`src/rtl/imem_flash_loader_pkg.sv`:
```
// Shared types and helpers for the instruction-memory flash loader.
// Optional build macro used by the loader: IMEM_FLASH_CHECKSUM_EN.
package imem_flash_loader_pkg;

    typedef enum logic [1:0] {
        IDLE    = 2'd0,
        LOAD    = 2'd1,
        RELEASE = 2'd2,
        RUN     = 2'd3
    } loader_state_t;

    localparam int WORD_BYTES = 4;

    // Wide enough for any flash port width this loader is built with.
    localparam int ADDR_MAX_W = 64;

    // Byte address to word index.
    function automatic logic [ADDR_MAX_W-1:0] word_index(input logic [ADDR_MAX_W-1:0] addr);
        return addr >> $clog2(WORD_BYTES);
    endfunction

endpackage

```
`src/rtl/imem_flash_loader_release_timer.sv`:
```
// Down-counter that times the core reset hold-off after a load session.
module loader_release_timer
    import imem_flash_loader_pkg::*;
#(
    parameter int W = 3
) (
    input  logic         clk,
    input  logic         rst,
    input  logic         load,
    input  logic [W-1:0] load_value,
    input  logic         enable,
    output logic         expired
);

    logic [W-1:0] count;

    // Load on session end, then count down to zero and hold there.
    always_ff @(posedge clk or posedge rst) begin
        if (rst) begin
            count <= '0;
        end else if (load) begin
            count <= load_value;
        end else if (enable && (count != '0)) begin
            count <= count - 1'b1;
        end
    end

    assign expired = (count == '0);

endmodule

```
`src/rtl/imem_flash_loader.sv`:
```
// Flash-port loader for the instruction RAM: addressed or auto-increment
// writes, sticky address error, word count, timed core release and reload
// from RUN. Optional macro IMEM_FLASH_CHECKSUM_EN adds a session checksum
// compared against expected_sum at flash_done.
module imem_flash_loader
    import imem_flash_loader_pkg::*;
#(
    parameter int WIDTH          = 32,
    parameter int DEPTH_WORDS    = 256,
    parameter int RELEASE_CYCLES = 4
) (
    input  logic                           clk,
    input  logic                           rst,
    input  logic                           flash_en,
    input  logic [WIDTH-1:0]               flash_addr,
    input  logic [WIDTH-1:0]               flash_data,
    input  logic                           flash_mode,
    input  logic                           flash_done,
    output logic                           flash_ready,
    output logic                           flash_err,
    output logic                           mem_we,
    output logic [$clog2(DEPTH_WORDS)-1:0] mem_addr,
    output logic [WIDTH-1:0]               mem_wdata,
    output logic                           core_rst,
    output logic [$clog2(DEPTH_WORDS):0]   load_count
`ifdef IMEM_FLASH_CHECKSUM_EN
    ,
    output logic [WIDTH-1:0]               checksum,
    input  logic [WIDTH-1:0]               expected_sum
`endif
);

    localparam int AW = $clog2(DEPTH_WORDS);
    localparam int TW = $clog2(RELEASE_CYCLES) + 1;

    localparam logic [1:0] ST_IDLE    = 2'(IDLE);
    localparam logic [1:0] ST_LOAD    = 2'(LOAD);
    localparam logic [1:0] ST_RELEASE = 2'(RELEASE);
    localparam logic [1:0] ST_RUN     = 2'(RUN);

    logic [1:0]            state, state_next;
    logic [AW:0]           ptr, ptr_base, ptr_next;
    logic [AW:0]           cnt_base, cnt_next;
    logic                  err_base, err_next;
    logic [ADDR_MAX_W-1:0] idx;
    logic                  session_start, wr_act, wr_ok, done_taken, sum_bad;
    logic                  timer_load, timer_expired;

`ifdef IMEM_FLASH_CHECKSUM_EN
    logic [WIDTH-1:0]      sum_base, sum_next;

    // A session ends on a bad checksum only when flash_done is honoured.
    always_comb begin
        sum_base = session_start ? '0 : checksum;
        sum_next = sum_base + (wr_ok ? flash_data : '0);
        sum_bad  = done_taken && (sum_next != expected_sum);
    end

    // Running sum of accepted words, cleared when a new session starts.
    always_ff @(posedge clk or posedge rst) begin
        if (rst) begin
            checksum <= '0;
        end else begin
            checksum <= sum_next;
        end
    end
`else
    assign sum_bad = 1'b0;
`endif

    // Write qualification: a write in IDLE or RUN opens a fresh session, so
    // counters, pointer and error flag are taken as cleared for that write.
    always_comb begin
        session_start = flash_en && ((state == ST_IDLE) || (state == ST_RUN));
        wr_act        = flash_en && (state != ST_RELEASE);
        cnt_base      = session_start ? '0 : load_count;
        ptr_base      = session_start ? '0 : ptr;
        err_base      = session_start ? 1'b0 : flash_err;
        idx           = flash_mode ? ADDR_MAX_W'(ptr_base)
                                   : word_index(ADDR_MAX_W'(flash_addr));
        wr_ok         = wr_act && (flash_mode || (flash_addr[1:0] == 2'b00))
                        && (idx < ADDR_MAX_W'(DEPTH_WORDS));
        cnt_next      = (wr_ok && (cnt_base != (AW+1)'(DEPTH_WORDS))) ? cnt_base + 1'b1 : cnt_base;
        ptr_next      = wr_ok ? (AW+1)'(idx + 1) : ptr_base;
        err_next      = err_base | (wr_act && !wr_ok);
        done_taken    = flash_done && ((state == ST_IDLE) || (state == ST_LOAD)
                                       || ((state == ST_RUN) && flash_en));
    end

    // Next state: a same-cycle write is absorbed before flash_done ends the session.
    always_comb begin
        state_next = state;
        timer_load = 1'b0;
        case (state)
            ST_RELEASE: begin
                if (timer_expired) begin
                    state_next = ST_RUN;
                end
            end
            default: begin
                if (wr_act) begin
                    state_next = ST_LOAD;
                end
                if (done_taken) begin
                    if (sum_bad) begin
                        state_next = ST_IDLE;
                    end else begin
                        state_next = ST_RELEASE;
                        timer_load = 1'b1;
                    end
                end
            end
        endcase
    end

    // State and registered RAM write port / session bookkeeping.
    always_ff @(posedge clk or posedge rst) begin
        if (rst) begin
            state      <= ST_IDLE;
            mem_we     <= 1'b0;
            mem_addr   <= '0;
            mem_wdata  <= '0;
            load_count <= '0;
            ptr        <= '0;
            flash_err  <= 1'b0;
        end else begin
            state      <= state_next;
            mem_we     <= wr_ok;
            if (wr_ok) begin
                mem_addr  <= idx[AW-1:0];
                mem_wdata <= flash_data;
            end
            load_count <= cnt_next;
            ptr        <= ptr_next;
            flash_err  <= err_next | sum_bad;
        end
    end

    loader_release_timer #(
        .W(TW)
    ) u_release_timer (
        .clk        (clk),
        .rst        (rst),
        .load       (timer_load),
        .load_value (TW'(RELEASE_CYCLES - 1)),
        .enable     (state == ST_RELEASE),
        .expired    (timer_expired)
    );

    assign core_rst    = (state != ST_RUN);
    assign flash_ready = (state != ST_RELEASE);

endmodule
```
`config.mk`:
```
export PLATFORM = sky130hd
export DESIGN_NAME = imem_flash_loader
export DESIGN_NICKNAME = d
export VERILOG_FILES = /design/src/rtl/imem_flash_loader_pkg.sv /design/src/rtl/imem_flash_loader_release_timer.sv /design/src/rtl/imem_flash_loader.sv
export SDC_FILE = /design/constraint.sdc
export NUM_CORES = 1
export LEC_CHECK = 0
export CORE_MARGIN = 3
export CORE_UTILIZATION = 40
export CTS_CLUSTER_SIZE = 16
export DETAILED_ROUTE_END_ITERATION = 10
export HOLD_SLACK_MARGIN = 0.12
export PLACE_DENSITY = 0.84
export SETUP_SLACK_MARGIN = 0.05
export SLEW_MARGIN = 5
export SYNTH_ARGS = -nofsm -noshare
export SYNTH_HDL_FRONTEND = slang
export SYNTH_SLANG_ARGS = --single-unit
export TNS_END_PERCENT = 50
```
`constraint.sdc`:
```
create_clock -name clk -period 5 [get_ports clk]
set_input_delay 0.5 -clock clk [delete_from_list [all_inputs] [get_ports clk]]
set_output_delay 0.5 -clock clk [all_outputs]
set_load 0.02 [all_outputs]
```
After elaboration in Yosys (flattened, before gate mapping)
Cells that the tools add are included.
{ "word_totals": {"register_bits": 65, "input_bits": 69, "out_inout_bits": 53, "elab_cells": 55} }
{ "classes": {"add_sub_neg": 3, "n_lt_le_gt_ge": 1, "n_eq_ne": 7, "mux": 14, "bitwise": 1, "n_reduce_logical": 21} }
{ "op_table": {"columns": ["operator", "count"], "rows": [
  ["$mux 9", 4],
  ["$lt 30x9->1 const B", 1],
  ["$mux 30", 1],
  ["$add 9x1->9 const B", 2],
  ["$logic_and 1x1->1", 9],
  ["$ne 9x9->1 const B", 1],
  ["$mux 2", 4],
  ["$mux 3", 2],
  ["$ne 2x2->1 const B", 3],
  ["$reduce_bool 3->1", 2],
  ["$eq 2x2->1 const B", 2],
  ["$logic_not 2->1", 2],
  ["$logic_or 1x1->1", 4],
  ["$logic_not 3->1", 1],
  ["$mux 1", 3],
  ["$sub 3x1->3 const B", 1],
  ["$eq 2x1->1 const B", 1],
  ["$reduce_and 2->1", 1],
  ["$reduce_bool 2->1", 1],
  ["$logic_not 1->1", 1],
  ["$or 1x1->1", 1]
]} }

Depth between registers and ports, before layout
Gate-level depths: netlist of the first run.
{ "depth": {"word_depth": 10, "ltp_mapped": 11, "depth_no_buf": 10} }

Hierarchy
Synthesis of the first run repeated with hierarchy kept, for this count alone.
{ "hier_totals": {"cells_unflattened": 284, "hier_area_um2": 3121.7} }
{ "modules_own_cells": {"columns": ["mod", "instances", "cells_per_inst", "area_per_inst_um2", "seq_area_each_um2"], "rows": [
  ["imem_flash_loader", 1, 264, 2927.8, 1551.5],
  ["loader_release_timer", 1, 20, 193.9, 75.1]
]} }

Worst setup path after synthesis of the first run
Ideal clock, no wire load.
{ "synth_path": {"kind": "register to register", "startpoint": "register state[0]", "endpoint": "register load_count[1]", "setup_ns": 0.127, "t_arrival_ns": 2.133, "t_required_ns": 4.873, "slack_ns": 2.739, "stages_incl_launch_ff": 12, "path_buffers": 1, "period_less_slack_ns": 2.261, "path_cell_list": "dfrtp_1 > inv_1 > ha_1 > nand2b_1 > clkbuf_1 > and2_1 > inv_1 > ha_1 > nor4b_1 > nand3_1 > nand2_1 > mux2_1"} }
{ "synth_via": {"elab_chain_cells": 9, "word_cells_on_any_way": 16, "classes_between": "add/sub: 1; order compare: 1; eq/ne: 3; mux: 4; reduce/logical: 7"} }
{ "synth_lines": {"columns": ["item", "line", "source"], "rows": [
  ["from (decl)", "imem_flash_loader.sv:41", "logic [1:0] state, state_next;"],
  ["from (signal assigned)", "imem_flash_loader.sv:127", "state <= state_next;"],
  ["$eq 2x2->1 or $logic_not 2->1 (tied branches)", "imem_flash_loader.sv:74", "session_start = flash_en && ((state == ST_IDLE) || (state == ST_RUN));"],
  ["$logic_or 1x1->1", "imem_flash_loader.sv:74", null],
  ["$logic_and 1x1->1", "imem_flash_loader.sv:74", null],
  ["$mux 9", "imem_flash_loader.sv:77", "ptr_base = session_start ? '0 : ptr;"],
  ["$mux 30", "imem_flash_loader.sv:79", "idx = flash_mode ? ADDR_MAX_W'(ptr_base)"],
  ["$lt 30x9->1", "imem_flash_loader.sv:82", "&& (idx < ADDR_MAX_W'(DEPTH_WORDS));"],
  ["$logic_and 1x1->1", "imem_flash_loader.sv:82", null],
  ["$logic_and 1x1->1", "imem_flash_loader.sv:83", "cnt_next = (wr_ok && (cnt_base != (AW+1)'(DEPTH_WORDS))) ? cnt_base + 1'b1 : cnt_base;"],
  ["$mux 9 (*)", "imem_flash_loader.sv:83", null],
  ["named net cnt_next[1]", "imem_flash_loader.sv:43", "logic [AW:0] cnt_base, cnt_next;"],
  ["to (signal assigned)", "imem_flash_loader.sv:133", "load_count <= cnt_next;"],
  ["to (decl)", "imem_flash_loader.sv:25", "output logic [$clog2(DEPTH_WORDS):0] load_count"]
]} }
The timed path passes the listed nets; every way through them passes the cells marked *.
A chain may end at the register's enable or synchronous reset.

Worst setup path after layout of the first run
{ "layout_path": {"startpoint": "input flash_mode", "endpoint": "register mem_addr[3]"} }
{ "layout_via": {"elab_chain_cells": 3, "word_cells_on_any_way": 5, "classes_between": "order compare: 1; mux: 1; reduce/logical: 3"} }
{ "layout_lines": {"columns": ["item", "line", "source"], "rows": [
  ["from (decl)", "imem_flash_loader.sv:17", "input logic flash_mode,"],
  ["$mux 30 or $logic_or 1x1->1 (tied branches)", "imem_flash_loader.sv:79, imem_flash_loader.sv:81", null],
  ["$lt 30x9->1 or $logic_and 1x1->1 (tied branches)", "imem_flash_loader.sv:82, imem_flash_loader.sv:81", null],
  ["$logic_and 1x1->1", "imem_flash_loader.sv:82", null],
  ["to (signal assigned)", "imem_flash_loader.sv:130", "mem_addr <= idx[AW-1:0];"],
  ["to (decl)", "imem_flash_loader.sv:22", "output logic [$clog2(DEPTH_WORDS)-1:0] mem_addr,"]
]} }
Parallel ways exist; a longest one is shown, timed or not.

==> impl_metrics.env, run 1 <==
export IMPL_outcome="finished clean"
export IMPL_routed_wl_microns=7980
export IMPL_cts_tree="built"
export IMPL_rr_startpoint="state[0]"
export IMPL_floorplan_initialDensity=0.423
export IMPL_ant_nets=0
export IMPL_first_pass_iters=5
export IMPL_rsz0062_at_grt="no"
export IMPL_numCtsBuffers=9
export IMPL_initialDrtViolationCount=140
export IMPL_min_from="mem_wdata[17]"
export IMPL_num_antenna_cells=0
export IMPL_synth_seq_cells=65
export IMPL_critPathCaptureType="flop"
export IMPL_grt_usage=0.184
export IMPL_globalplace_congestion=0.839
export IMPL_viasPerCell=5.00
export IMPL_syn_area_sq_um=3130
export IMPL_die_w_microns=94.5
export IMPL_fin_skew_ns=0.0107
export IMPL_critPathKind="primary input to flop"
export IMPL_grt_pass1_vias=2808
export IMPL_overflow=0
export IMPL_insertion_delay_ns=0.34
export IMPL_area_delta_synth_final_pct=45.8
export IMPL_cp_start_kind="primary input"
export IMPL_peakVddDrop_v=0.000279
export IMPL_cts_setup_buffers=0
export IMPL_drc=0
export IMPL_final_nets=543
export IMPL_cp_top_family="buffers and inverters"
export IMPL_clk_pin_slew_ns=0.06
export IMPL_cp_max_fo=51
export IMPL_syn_inst=347
export IMPL_die_area_sq_um=8930
export IMPL_path_cells="clkdlybuf4s50_1 -> nor4_1 -> nand4_1 -> o21a_2 -> inv_2 -> buf_4 -> mux2_2"
export IMPL_setup_slack_ns=1.51
export IMPL_cts_buffer_depth=2
export IMPL_dp_hpwl_microns=5770
export IMPL_fp_row_count=31
export IMPL_routed_via_count=2840
export IMPL_fmax_ghz=0.287
export IMPL_max_slew_worst_pin_slew_ns=0.926
export IMPL_place_area_sq_um=4370
export IMPL_cts_sink_count=65
export IMPL_avgSynthCellArea_sq_um=9.03
export IMPL_slew_headroom=0.382
export IMPL_die_y_microns=94.5
export IMPL_yosys_warnings=0
export IMPL_final_setup_viol_count=0
export IMPL_ys_types=43
export IMPL_core_sq_um=7410
export IMPL_arrival_ns=3.71
export IMPL_rrSetupSlack_ns=1.81
export IMPL_p_leak_nw=2.10
export IMPL_cp_slowest_stage_delay_ns=0.77
export IMPL_hold_buffers=0
export IMPL_crit_slowest_cell="clkdlybuf4s50_1"
export IMPL_cts_root_buffer_cell="clkbuf_8"
export IMPL_antenna_found_initial=0
export IMPL_drive_gt1_frac=0.0618
export IMPL_grt_max_degree=66
export IMPL_boundaryPins=122
export IMPL_hold_viol=0
export IMPL_slew_viol_final=0
export IMPL_tns_ns=0
export IMPL_min_period_over_period=0.698
export IMPL_p_per_area_nw_per_um2=546
export IMPL_cts_resized=0
export IMPL_min_period_ns=3.49
export IMPL_maxCapViolCount=0
export IMPL_grt_pass1_wl_microns=12700
export IMPL_wl_per_cell_microns=14.0
export IMPL_ctsHtreeMaxLevel=3
export IMPL_synth_nets=425
export IMPL_startpoint="flash_mode"
export IMPL_cp_buffers_inverters=3
export IMPL_port_buffers=121
export IMPL_yosysSeqAreaShare=0.519
export IMPL_hold_path_class="flop to flop"
export IMPL_place_ws_ns=1.17
export IMPL_critPathRequiredTime_ns=5.22
export IMPL_fin_area_sq_um=4570
-- routing by layer --
metal / global-route usage / wire length [microns] / up-vias
met3: 0.0558 / 591 / 15
met2: 0.311 / 4000 / 104
li1: - / - / 1391
met4: 0.0865 / 142 / 0
met5: 0 / 0 / -
met1: 0.213 / 3250 / 1330
-- cell type report --
type / instances / area [sq um]
well taps: 99 / 124
flip-flops and latches: 65 / 1630
clock inverters: 3 / 40.0
clock buffers: 12 / 155
repair buffers: 123 / 1230
inverters: 19 / 71.3
fillers: 621 / 2840
multi-input cells: 247 / 1320
-- per-stage QoR --
| step | util | total power [W] | hold slack, ns | instances |
|---|---|---|---|---|
| 2_1_floorplan | - | 0.00154 | 0.440 | 347 |
| 3_3_place_gp | 0.590 | 0.00202 | 0.448 | 553 |
| 3_5_place_dp | 0.590 | 0.00206 | 0.456 | 553 |
| 4_1_cts | 0.616 | 0.00252 | 0.470 | 568 |
| 5_1_grt | 0.616 | 0.00267 | 0.491 | 568 |
| 6_report | 0.616 | 0.00249 | 0.462 | 568 |
-- worst register-to-register path, cell delays in order (launching register included) --
cell	delay, ns
dfrtp_1	0.41
inv_1	0.10
ha_1	0.28
nor4b_2	0.28
nand4_1	0.15
o21a_2	0.54
inv_2	0.58
buf_4	0.37
mux2_2	0.37
-- Yosys cell counts, drive strengths merged --
cell	instances	area, sq um
o22ai	7	43.8
o22a	2	17.5
a31o	3	26.3
a21o	2	15.0
nor4b	3	32.5
mux2	5	56.3
inv	19	71.3
or3	4	25.0
a211o	1	8.76
and2	2	12.5
nand2	119	447
xor2	1	8.76
ha	9	113
and3	2	12.5
o21ba	1	10.0
nor2b	3	18.8
clkbuf	3	11.3
a22o	1	8.76
nand2b	3	18.8
or2	1	6.26
nor3	2	10.0
xnor2	2	17.5
and2b	1	7.51
dfrtp	65	1630
nor2	12	45.0
o21a	3	22.5
nand3	10	50.1
o21ai	12	60.1
a21oi	16	80.1
nor4	5	31.3
a31oi	3	18.8
a32o	2	20.0
nand4	5	31.3
mux2i	3	30.0
nand4b	1	8.76
buf	13	100
a2bb2oi	1	8.76
-- state kept, by name, summed over array words and instances, names as in the netlist --
| signal | count |
|---|---|
| mem_wdata | 32 |
| mem_we | 1 |
| mem_addr | 8 |
| state | 2 |
| u_release_timer.count | 3 |
| ptr | 9 |
| load_count | 9 |
| flash_err | 1 |
-- kinds of logic after synthesis --
group	after synthesis	synth area share
compound gates	54	0.109
xor+xnor	3	0.00839
fa+ha+maj	9	0.0360
buf+inv	35	0.0583
flops	65	0.519
mux	8	0.0276
simple gates	173	0.242
-- path summary, 6_finish.rpt --
check	end	cells after the start
min in group asynchronous	mem_wdata[8]	3
max in group asynchronous	mem_wdata[17]	3
hold reg to reg	mem_wdata[17]	2
setup reg to reg	mem_addr[3]	8
hold / removal	mem_wdata[17]	2
setup / recovery	mem_addr[3]	7
-- cells in the final DEF, fill, tap and decap left out, types with 2 or more instances in the layout --
cell,synthesis,layout
a21o_1,2,2
a21oi_1,16,16
a31o_2,3,3
a31oi_1,3,3
a32o_1,2,2
and2_1,2,2
and3_1,2,2
buf_4,4,2
clkbuf_8,0,11
clkdlybuf4s50_1,0,121
clkinv_2,0,2
dfrtp_1,65,65
ha_1,9,9
inv_1,18,17
inv_2,1,2
mux2_2,4,4
mux2i_1,3,3
nand2_1,119,119
nand2b_1,3,3
nand3_1,10,10
nand4_1,5,5
nor2_1,12,12
nor2b_1,3,3
nor3_1,2,2
nor4_1,5,5
nor4b_1,2,2
o21a_1,3,2
o21ai_0,11,11
o22a_1,2,2
o22ai_1,7,7
or3_1,4,4
xnor2_1,2,2
-- power breakdown --
group / internal (W) / switching [W] / total (W)
Sequential: 0.000747 / 0.000130 / 0.000877
Clock: 0.000253 / 0.000193 / 0.000446
Combinational: 0.000541 / 0.000630 / 0.00117
(Power assumes the default switching activity.)
==> run 2: changes to the inputs <==
--- a/config.mk
+++ b/config.mk
@@ -10,7 +10,7 @@
 export CTS_CLUSTER_SIZE = 16
 export DETAILED_ROUTE_END_ITERATION = 10
 export HOLD_SLACK_MARGIN = 0.12
-export PLACE_DENSITY = 0.84
+export PLACE_DENSITY = 0.87
 export SETUP_SLACK_MARGIN = 0.05
 export SLEW_MARGIN = 5
 export SYNTH_ARGS = -nofsm -noshare
==> constraint.sdc (replaced) <==
create_clock -name clk -period 3.2 [get_ports clk]
set_input_delay 0.32 -clock clk [delete_from_list [all_inputs] [get_ports clk]]
set_output_delay 0.32 -clock clk [all_outputs]
set_load 0.02 [all_outputs]
==> impl_metrics.env, run 2 (same netlist as run 1, synthesis figures left out) <==
export IMPL_dp_hpwl_microns=5930
export IMPL_rsz0062_at_grt="no"
export IMPL_fp_row_count=31
export IMPL_initialDrtViolationCount=147
export IMPL_min_period_over_period=0.779
export IMPL_swShare=0.382
export IMPL_outcome="finished clean"
export IMPL_drive_gt1_frac=0.0696
export IMPL_switchingPower_w=0.00147
export IMPL_fin_skew_ns=0.00748
export IMPL_min_period_ns=2.49
export IMPL_final_nets=548
export IMPL_r2r_end="load_count[1]"
export IMPL_grt_usage=0.184
export IMPL_cts_root_buffer_cell="clkbuf_8"
export IMPL_final_common_cell="clkdlybuf4s50_1"
export IMPL_cts_setup_buffers=0
export IMPL_first_pass_iters=4
export IMPL_critPathCaptureType="flop"
export IMPL_cts_buffer_depth=2
export IMPL_routed_via_count=2815
export IMPL_grt_pass1_vias=2848
export IMPL_peakVddDrop_v=0.000512
export IMPL_die_w_microns=94.5
export IMPL_rrSetupSlack_ns=0.71
export IMPL_slew_headroom=0.630
export IMPL_intPower_w=0.00238
export IMPL_grt_pass1_wl_microns=13000
export IMPL_critPathKind="flop to flop"
export IMPL_regMostFlops="mem_wdata"
export IMPL_numCtsBuffers=9
export IMPL_seqPwrFrac=0.357
export IMPL_cts_tree="built"
export IMPL_die_area_sq_um=8930
export IMPL_ff2ff_path_depth=8
export IMPL_core_sq_um=7410
export IMPL_hold_viol=0
export IMPL_boundaryPins=122
export IMPL_max_slew_worst_pin_slew_ns=0.556
export IMPL_globalplace_congestion=0.754
export IMPL_die_y_microns=94.5
export IMPL_critPathRequiredTime_ns=3.41
export IMPL_placedCellCount=558
export IMPL_port_buffers=121
export IMPL_ctsHtreeMaxLevel=3
export IMPL_overflow=0
export IMPL_rr_startpoint="state[0]"
export IMPL_combinationalPowerShare=0.479
export IMPL_antenna_found_initial=0
export IMPL_grt_max_degree=51
export IMPL_routed_wl_microns=7890
export IMPL_wl_per_cell_microns=13.8
export IMPL_maxCapViolCount=0
export IMPL_final_setup_viol_count=0
export IMPL_viasPerCell=4.91
export IMPL_hold_path_class="primary input to async pin"
export IMPL_insertion_delay_ns=0.33
export IMPL_arrival_ns=2.70
export IMPL_layout_common_cells="121 x clkdlybuf4s50_1, 119 x nand2_1, 65 x dfrtp_1"
export IMPL_slew_viol_final=0
export IMPL_p_clk_frac=0.164
export IMPL_cts_resized=0
export IMPL_num_antenna_cells=0
export IMPL_cp_max_fo=29
export IMPL_clk_pin_slew_ns=0.07
export IMPL_stdcell_count=573
export IMPL_fill_cells=626
export IMPL_p_per_area_nw_per_um2=840
export IMPL_power_w=0.00385
export IMPL_largest_reg_flops=32
export IMPL_top_regs="mem_wdata: 32 flops, load_count: 9 flops, ptr: 9 flops"
export IMPL_cts_sink_count=65
export IMPL_floorplan_initialDensity=0.423
export IMPL_hold_buffers=0
export IMPL_cp_start_kind="flop"
export IMPL_drc=0
export IMPL_ant_nets=0
export IMPL_area_delta_synth_final_pct=46.4
export IMPL_tns_ns=0
export IMPL_p_leak_nw=2.12
export IMPL_fmax_ghz=0.401
-- run 2: changes by cell type in the layout (fill, tap and decap cells not counted), sizes merged --
| cell | previous run | this run |
|---|---|---|
| buf | 2 | 7 |
| clkbuf | 12 | 11 |
| clkinv | 2 | 3 |
-- run 2: through the flow --
step	hold slack, ns	util	instance area [sq um]	setup slack, ns
2_1_floorplan	0.402	-	3130	0.939
3_3_place_gp	0.448	0.595	4410	0.709
3_5_place_dp	0.456	0.595	4410	0.603
4_1_cts	0.260	0.619	4590	0.699
5_1_grt	0.277	0.619	4590	0.491
6_report	0.265	0.619	4590	0.708
-- run 2: worst max-delay path by stage --
stage,end,cells after the start,start,slack (ns)
after global placement,load_count[1],7,flash_en,0.71
after floorplan,load_count[1],11,state[0],0.94
final,load_count[1],8,state[0],0.71
after global routing,load_count[1],8,state[0],0.49
after detailed placement,load_count[1],7,flash_en,0.60
after CTS,load_count[1],8,state[0],0.70
-- run 2: critical path, cell delays in order, from the launching register on --
cell     delay [ns]
dfrtp_1        0.40
inv_1          0.09
ha_1           0.28
nor4b_2        0.28
nand4_1        0.16
o21a_2         0.26
inv_2          0.36
nand2_1        0.17
mux2_1         0.35
-- run 2: metal layers --
metal | GRT usage | routed length, microns
met1 | 0.207 | 3170
met4 | 0.0457 | 80
met3 | 0.0669 | 644
met5 | 0 | 0
met2 | 0.329 | 3990
-- run 2: layout make-up --
type,count,area (sq um),area share
clock buffers,11,131,0.0286
clock inverters,4,45.0,0.00982
inverters,19,71.3,0.0156
multi-input cells,247,1320,0.289
flip-flops and latches,65,1630,0.355
well taps,99,124,0.0270
repair buffers,128,1260,0.276
-- run 2: power by group through the flow --
stage                     logic [W]  registers (W)  clock network [W]
after floorplan            0.000700        0.00170                  0
after global placement      0.00181        0.00137                  0
after detailed placement    0.00186        0.00138                  0
after CTS                   0.00187        0.00138           0.000655
after global routing        0.00202        0.00142           0.000689
final                       0.00185        0.00138           0.000632
==> run 3: changes to the inputs <==
==> constraint.sdc (replaced) <==
create_clock -name clk -period 2.2 [get_ports clk]
set_input_delay 0.22 -clock clk [delete_from_list [all_inputs] [get_ports clk]]
set_output_delay 0.22 -clock clk [all_outputs]
set_load 0.02 [all_outputs]
==> impl_metrics.env, run 3 (same netlist as run 1, synthesis figures left out) <==
export IMPL_slew_viol_final=0
export IMPL_overflow=0
export IMPL_peakVddDrop_v=0.000611
export IMPL_fin_skew_ns=0.00898
export IMPL_cp_max_fo=5
export IMPL_critPathCaptureType="flop"
export IMPL_regMostFlops="mem_wdata"
export IMPL_fp_row_count=31
export IMPL_routed_via_count=2904
export IMPL_critPathRequiredTime_ns=2.43
export IMPL_final_setup_viol_count=0
export IMPL_wl_per_cell_microns=14.4
export IMPL_cp_start_kind="flop"
export IMPL_viasPerCell=4.90
export IMPL_grt_pass1_wl_microns=13500
export IMPL_max_slew_worst_pin_slew_ns=0.437
export IMPL_rr_startpoint="state[1]"
export IMPL_r2r_end="load_count[1]"
export IMPL_fill_cells=595
export IMPL_drive_gt1_frac=0.164
export IMPL_final_nets=567
export IMPL_layout_common_cells="120 x clkdlybuf4s50_1, 118 x nand2_1, 65 x dfrtp_1"
export IMPL_rrSetupSlack_ns=0.12
export IMPL_fmax_ghz=0.480
export IMPL_drc=0
export IMPL_p_leak_nw=2.27
export IMPL_cts_sink_count=65
export IMPL_die_area_sq_um=8930
export IMPL_numCtsBuffers=9
export IMPL_die_y_microns=94.5
export IMPL_min_period_over_period=0.948
export IMPL_dp_hpwl_microns=6300
export IMPL_maxCapViolCount=0
export IMPL_arrival_ns=2.31
export IMPL_p_per_area_nw_per_um2=1250
export IMPL_antenna_found_initial=0
export IMPL_largest_reg_flops=32
export IMPL_top_regs="mem_wdata: 32 flops, load_count: 9 flops, ptr: 9 flops"
export IMPL_place_ws_ns=-0.0504
export IMPL_initialDrtViolationCount=107
export IMPL_rsz0062_at_grt="yes"
export IMPL_first_pass_iters=4
export IMPL_hold_buffers=0
export IMPL_port_buffers=121
export IMPL_insertion_delay_ns=0.34
export IMPL_die_w_microns=94.5
export IMPL_critPathKind="flop to flop"
export IMPL_grt_usage=0.191
export IMPL_cts_buffer_depth=2
export IMPL_ctsHtreeMaxLevel=3
export IMPL_ant_nets=0
export IMPL_slew_headroom=0.708
export IMPL_fin_util=0.665
export IMPL_ff2ff_path_depth=10
export IMPL_routed_wl_microns=8530
export IMPL_hold_path_class="primary input to async pin"
export IMPL_area_delta_synth_final_pct=57.4
export IMPL_setup_slack_ns=0.115
export IMPL_outcome="finished clean"
export IMPL_power_w=0.00616
export IMPL_core_sq_um=7410
export IMPL_grt_max_degree=47
export IMPL_cts_root_buffer_cell="clkbuf_8"
export IMPL_globalplace_congestion=0.915
export IMPL_clk_pin_slew_ns=0.08
export IMPL_grt_pass1_vias=3008
export IMPL_final_common_cell="clkdlybuf4s50_1"
export IMPL_boundaryPins=122
export IMPL_hold_viol=0
export IMPL_min_period_ns=2.08
export IMPL_floorplan_initialDensity=0.423
export IMPL_num_antenna_cells=0
export IMPL_cts_tree="built"
run 3: where the power goes:
group	switching (W)	internal, W
clock	0.000473	0.000672
sequential	0.000301	0.00170
combinational	0.00153	0.00149
total	0.00231	0.00385
run 3: metal layers:
metal / vias up / share of wire / track usage
met5: - / 0 / 0
met4: 0 / 0.0091 / 0.0649
met3: 9 / 0.059 / 0.0550
met2: 79 / 0.53 / 0.331
met1: 1376 / 0.40 / 0.226
li1: 1440 / - / -
run 3: stage by stage:
stage / setup TNS, ns / hold slack (ns) / instances / cell area [sq um]
floorplan: 0 / 0.302 / 347 / 3160
global placement: 0 / 0.449 / 574 / 4570
detailed placement: -0.0504 / 0.456 / 574 / 4570
CTS: 0 / 0.210 / 591 / 4820
global route: -0.0118 / 0.239 / 593 / 4930
finish: 0 / 0.204 / 593 / 4930
run 3: repair_timing:
action	CTS	global route
setup endpoints to repair	11	49
endpoints found under the hold margin	0	0
pin swaps	1	7
buffers inserted	1	2
gates resized for setup	4	28
run 3: worst max-delay path, cell delays in order, from the launching register on:
cell      delay [ns]
dfrtp_1         0.42
inv_2           0.09
ha_4            0.20
nand2b_4        0.16
and2_4          0.18
inv_2           0.05
ha_2            0.15
nor4b_4         0.20
nand3_2         0.12
nand2_2         0.11
mux2_4          0.31
run 3: worst max path at each step:
stage / startpoint / endpoint / slack, ns / cells after the start
finish: state[1] / load_count[1] / 0.12 / 10
global route: state[0] / load_count[1] / -0.01 / 10
CTS: state[0] / load_count[1] / 0.05 / 8
detailed placement: flash_en / load_count[1] / -0.05 / 9
global placement: flash_en / load_count[1] / 0.05 / 7
floorplan: state[1] / load_count[1] / 0.07 / 11
run 3: layout make-up:
class | count | area, sq um | area share
sequential | 65 | 1630 | 0.330
multi-input combinational | 247 | 1440 | 0.292
timing repair buffer | 147 | 1440 | 0.292
clock buffer | 10 | 138 | 0.0279
tap | 99 | 124 | 0.0251
clock inverter | 6 | 90.1 | 0.0183
inverter | 19 | 72.6 | 0.0147
